## src/rtl/core_mem_arbiter.sv

```systemverilog
// Arbitrates one single-ported memory bus between the core fetch and load/store ports.
// One outstanding transaction, bounded data priority, fetch flush draining and bus timeout.
module core_mem_arbiter #(
    parameter int MAX_DATA_STREAK = 4,
    parameter int TIMEOUT_CYCLES  = 0
) (
    input  logic        clk,
    input  logic        rst_n,
    input  logic        instr_req_i,
    input  logic        instr_flush_i,
    input  logic [31:0] instr_addr_i,
    output logic        instr_rsp_o,
    output logic [31:0] instr_data_o,
    input  logic        data_rd_i,
    input  logic        data_wr_i,
    input  logic [31:0] data_addr_i,
    input  logic [31:0] data_wdata_i,
    output logic        data_rsp_o,
    output logic [31:0] data_rdata_o,
    output logic        mem_rd_o,
    output logic        mem_wr_o,
    output logic [31:0] mem_addr_o,
    output logic [31:0] mem_wdata_o,
    input  logic        mem_rsp_i,
    input  logic [31:0] mem_rdata_i,
    output logic        bus_error_o
);

    localparam int SW = $clog2(MAX_DATA_STREAK + 2);
    localparam int TW = $clog2(TIMEOUT_CYCLES + 2);
    localparam logic [SW-1:0] STREAK_MAX = SW'(MAX_DATA_STREAK);
    localparam logic [TW-1:0] TO_LAST =
        TW'(TIMEOUT_CYCLES > 0 ? TIMEOUT_CYCLES - 1 : 0);
    localparam bit TO_EN = TIMEOUT_CYCLES > 0;

    typedef enum logic [2:0] {
        IDLE,
        DATA,
        INSTR,
        DRAIN,
        RESP
    } state_t;

    state_t        state, state_n;
    logic [SW-1:0] streak, streak_n;
    logic [TW-1:0] tcnt, tcnt_n;
    logic          rd_q, rd_n;
    logic          wr_q, wr_n;
    logic [31:0]   addr_q, addr_n;
    logic [31:0]   wdata_q, wdata_n;
    logic          irsp_q, irsp_n;
    logic          drsp_q, drsp_n;
    logic [31:0]   idata_q, idata_n;
    logic [31:0]   ddata_q, ddata_n;
    logic          berr_q, berr_n;

    logic fetch_pend;
    logic data_req;
    logic data_win;
    logic expired;

    assign fetch_pend = instr_req_i && !instr_flush_i;
    assign data_req   = data_rd_i || data_wr_i;
    assign data_win   = data_req && !(fetch_pend && streak == STREAK_MAX);
    assign expired    = TO_EN && (tcnt == TO_LAST) && !mem_rsp_i;

    // tcnt defaults to zero so it clears on every state change
    always_comb begin
        state_n  = state;
        streak_n = streak;
        tcnt_n   = '0;
        rd_n     = rd_q;
        wr_n     = wr_q;
        addr_n   = addr_q;
        wdata_n  = wdata_q;
        irsp_n   = 1'b0;
        drsp_n   = 1'b0;
        idata_n  = idata_q;
        ddata_n  = ddata_q;
        berr_n   = 1'b0;
        unique case (state)
            IDLE: begin
                if (data_win) begin
                    state_n = DATA;
                    wr_n    = data_wr_i;
                    rd_n    = !data_wr_i;
                    addr_n  = data_addr_i;
                    wdata_n = data_wdata_i;
                    if (!fetch_pend)
                        streak_n = '0;
                    else if (streak != STREAK_MAX)
                        streak_n = streak + SW'(1);
                end else if (fetch_pend) begin
                    state_n  = INSTR;
                    rd_n     = 1'b1;
                    wr_n     = 1'b0;
                    addr_n   = instr_addr_i;
                    streak_n = '0;
                end
            end
            DATA: begin
                if (mem_rsp_i || expired) begin
                    state_n = RESP;
                    rd_n    = 1'b0;
                    wr_n    = 1'b0;
                    drsp_n  = 1'b1;
                    berr_n  = !mem_rsp_i;
                    ddata_n = mem_rsp_i ? mem_rdata_i : 32'h0;
                end else if (TO_EN) begin
                    tcnt_n = tcnt + TW'(1);
                end
            end
            INSTR: begin
                if (instr_flush_i) begin
                    // the slave cannot be cancelled, so wait out its reply
                    state_n = mem_rsp_i ? IDLE : DRAIN;
                    rd_n    = !mem_rsp_i;
                end else if (mem_rsp_i || expired) begin
                    state_n = RESP;
                    rd_n    = 1'b0;
                    wr_n    = 1'b0;
                    irsp_n  = 1'b1;
                    berr_n  = !mem_rsp_i;
                    idata_n = mem_rsp_i ? mem_rdata_i : 32'h0;
                end else if (TO_EN) begin
                    tcnt_n = tcnt + TW'(1);
                end
            end
            DRAIN: begin
                if (mem_rsp_i || expired) begin
                    state_n = IDLE;
                    rd_n    = 1'b0;
                    wr_n    = 1'b0;
                    berr_n  = !mem_rsp_i;
                end else if (TO_EN) begin
                    tcnt_n = tcnt + TW'(1);
                end
            end
            RESP: begin
                state_n = IDLE;
            end
            default: begin
                state_n = IDLE;
            end
        endcase
    end

    always_ff @(posedge clk or negedge rst_n) begin
        if (!rst_n) begin
            state   <= IDLE;
            streak  <= '0;
            tcnt    <= '0;
            rd_q    <= 1'b0;
            wr_q    <= 1'b0;
            addr_q  <= '0;
            wdata_q <= '0;
            irsp_q  <= 1'b0;
            drsp_q  <= 1'b0;
            idata_q <= '0;
            ddata_q <= '0;
            berr_q  <= 1'b0;
        end else begin
            state   <= state_n;
            streak  <= streak_n;
            tcnt    <= tcnt_n;
            rd_q    <= rd_n;
            wr_q    <= wr_n;
            addr_q  <= addr_n;
            wdata_q <= wdata_n;
            irsp_q  <= irsp_n;
            drsp_q  <= drsp_n;
            idata_q <= idata_n;
            ddata_q <= ddata_n;
            berr_q  <= berr_n;
        end
    end

    assign mem_rd_o     = rd_q;
    assign mem_wr_o     = wr_q;
    assign mem_addr_o   = addr_q;
    assign mem_wdata_o  = wdata_q;
    assign instr_rsp_o  = irsp_q;
    assign instr_data_o = idata_q;
    assign data_rsp_o   = drsp_q;
    assign data_rdata_o = ddata_q;
    assign bus_error_o  = berr_q;

endmodule
```

## config.mk

```make
export PLATFORM = sky130hd
export DESIGN_NAME = core_mem_arbiter
export DESIGN_NICKNAME = d
export VERILOG_FILES = /design/src/rtl/core_mem_arbiter.sv
export SDC_FILE = /design/constraint.sdc
export NUM_CORES = 1
export LEC_CHECK = 0
export CORE_UTILIZATION = 41
export DETAILED_ROUTE_END_ITERATION = 8
export GPL_ROUTABILITY_DRIVEN = 0
export PLACE_DENSITY = 0.79
export SYNTH_ARGS = -nofsm -noshare
export SYNTH_HDL_FRONTEND = slang
export SYNTH_SLANG_ARGS = --single-unit
```

## constraint.sdc

```tcl
create_clock -name clk -period 2 [get_ports clk]
set_input_delay 0.5 -clock clk [delete_from_list [all_inputs] [get_ports clk]]
set_output_delay 0.5 -clock clk [all_outputs]
set_load 0.005 [all_outputs]
```

==> flow_summary.ini <==
[run_status]
status = complete, no violations

[clock_network]
clkTransAtPathRegs_ns = 0.05
ctsHoldBuffers = 0
clockBufferDepth = 2
numCtsBuffers = 17
post_cts_buffers = 0
cts_tree = built
cts_sinks = 138
root_buffer = clkbuf_16
clk_latency_ns = 0.41
h-tree-depth = 4
cts-resized-gates = 0

[route]
drtAntennaViolNets = 0
wire_per_inst_um = 16.4
drt-met1-wl_um = 5650
drt_iter0_drc = 156
route.met2.wl_um = 7850
wl_met3_um = 1090
firstDrtPassIters = 5
routed_wl_um = 14900
vias_per_cell = 4.91
routed.top_layer = met4
drc = 0
num_vias = 4460

[logic_synthesis]
synthDistinctLibCells = 35
synth-edff-count = 0
ys_warn_count = 0
synth_area_per_cell_um2 = 12.9
synth_nets = 568
synth_ff_type = dfrtp_1
synth-seq-area-share_pct = 62.3
netlist_area_um2 = 5540
synthArstFlopShare_pct = 100
synth_cells = 431
ys_ff_latch = 138

[timing]
grt_setup_unrepaired = no
hold_violations = 0
finalSetupTns_ns = 0
period_share_pct = 94.1
finClkSkew_ns = 0.00593
fmax_mhz = 531
slew_viol_final = 0
fin_crit_ns = 1.88
final-setup-viol-count = 0

[critical_path]
reg2reg_setup_slack_ns = 0.34
cp_num_buf_inv = 1
cp.arrival_ns = 1.38
crit_cells = 1
startpoint = mem_rd_o
crit_type = reg -> out
worstPathCellList = clkdlybuf4s50_1
required_ns = 1.50
cp_max_fo = 3
crit_slowest_cell = clkdlybuf4s50_1
reg2reg_from = streak[0]
reg2reg_depth = 6
r2r_end = mem_addr_o[12]
cp_top_family = buffers and inverters
end_kind = primary output
max_stage_delay_ns = 0.57
crit_path_start_kind = flop

[placement]
hpwlAfterDp_um = 11100
portBuffers = 266
postPlaceCellArea_um2 = 8630

[min_path]
hp-class = in -> async

[power]
seqPwrFrac_pct = 35.3
p_per_area_nw_per_um2 = 1520
p_comb_share_pct = 42.3
clockPowerShare_pct = 22.5
p_leak_nw = 3.88
peakVddDrop_uv = 833
p_int_mw = 10.1
swShare_pct = 28.0
p_switching_mw = 3.93

[finish]
areaGrowthSynthToFinish_pct = 66.5
finalInstanceArea_um2 = 9230
finish.utilization_pct = 69.9
drive_gt1_share_pct = 17.8
seqCellArea_um2 = 3450
n_antenna_cell = 0
multi_input_area_um2 = 1960
layout_commonest_cell = clkdlybuf4s50_1
num-fill-cells = 914
finalNetCount = 856
final_cell_mix = clkdlybuf4s50_1, dfrtp_1, a21oi_1

[global_routing]
grt_usage_pct = 22.3
antenna_found_initial = 0
grt_pass1_vias = 4779
grt_overflow = 0
grt_pass1_wl_um = 24100
grt_max_degree = 45

[floorplan]
core_um2 = 13200
ioPinCount = 268
initial_utilization_pct = 42.0
die_y_um = 118
std_cell_rows = 42
die_width_um = 118
die_area_um2 = 14000

[job]
maxCapViolCount = 0
[registers in the layout, summed over array words and instances (netlist names)]
name and flops:
instr_data_o 32, data_rdata_o 32, mem_addr_o 32, mem_rd_o 1, mem_wr_o 1, data_rsp_o 1, instr_rsp_o 1, mem_wdata_o 32
state 3, streak 3
[power by group through the flow]
stage	Combinational [mW]	Clock, mW	Sequential [mW]
after detailed placement	5.99	0	4.99
after global routing	6.37	3.35	5.12
after CTS	6.03	3.22	4.96
after global placement	5.85	0	4.88
after floorplan	2.15	0	5.00
final	5.94	3.15	4.95
[Yosys cell counts, drive strengths merged (3+ instances only)]
library cell	instances	share of area, %
dfrtp	138	62
o21ai	3	0.27
inv	5	0.34
mux2	96	20
nor2	38	2.6
clkbuf	7	0.47
a21oi	67	6.1
buf	16	1.7
nand2	38	2.6
[metrics by stage]
step           setup slack, ns  instances  hold slack, ns  total power, mW
2_1_floorplan            0.311        431           0.204             7.15
3_3_place_gp            -0.124        876           0.446             10.7
3_5_place_dp            -0.142        876           0.448             11.0
4_1_cts                 0.0910        908         0.00339             14.2
5_1_grt                 0.0753        908          0.0146             14.8
6_report                 0.117        908         0.00153             14.0
[per-layer routing]
layer,vias up,GRT usage (%)
met2,175,39.6
met5,-,0
li1,2076,-
met4,0,8.73
met3,29,7.48
met1,2180,24.4
[worst max-delay path by stage]
stage	end	slack [ns]
2_1_floorplan	mem_wdata_o[10]	0.31
3_3_place_gp	data_rdata_o[21]	-0.12
3_5_place_dp	data_rdata_o[22]	-0.14
4_1_cts	mem_rd_o	0.09
5_1_grt	mem_rd_o	0.08
6_report	mem_rd_o	0.12
[cell type report]
type	count	area share, %
sequential	138	37.4
clock buffer	26	5.30
clock inverter	6	1.21
inverter	5	0.203
multi-input combinational	265	21.3
tap	176	2.39
timing repair buffer	292	32.2
[cells by family (layout without fill, tap and decap cells)]
group                    count (synthesis)  after routing  share of synthesized area [%]
multiplexers                            96             96                           19.5
AND/OR/NAND/NOR                         85             85                           6.80
adder cells (fa/ha/maj)                  2              2                          0.452
buffers and inverters                   28            329                           2.48
AO/OA/AOI/OAI                           81             81                           8.36
other                                    1              1                         0.0677
flip-flops                             138            138                           62.3
(Power assumes the default switching activity.)
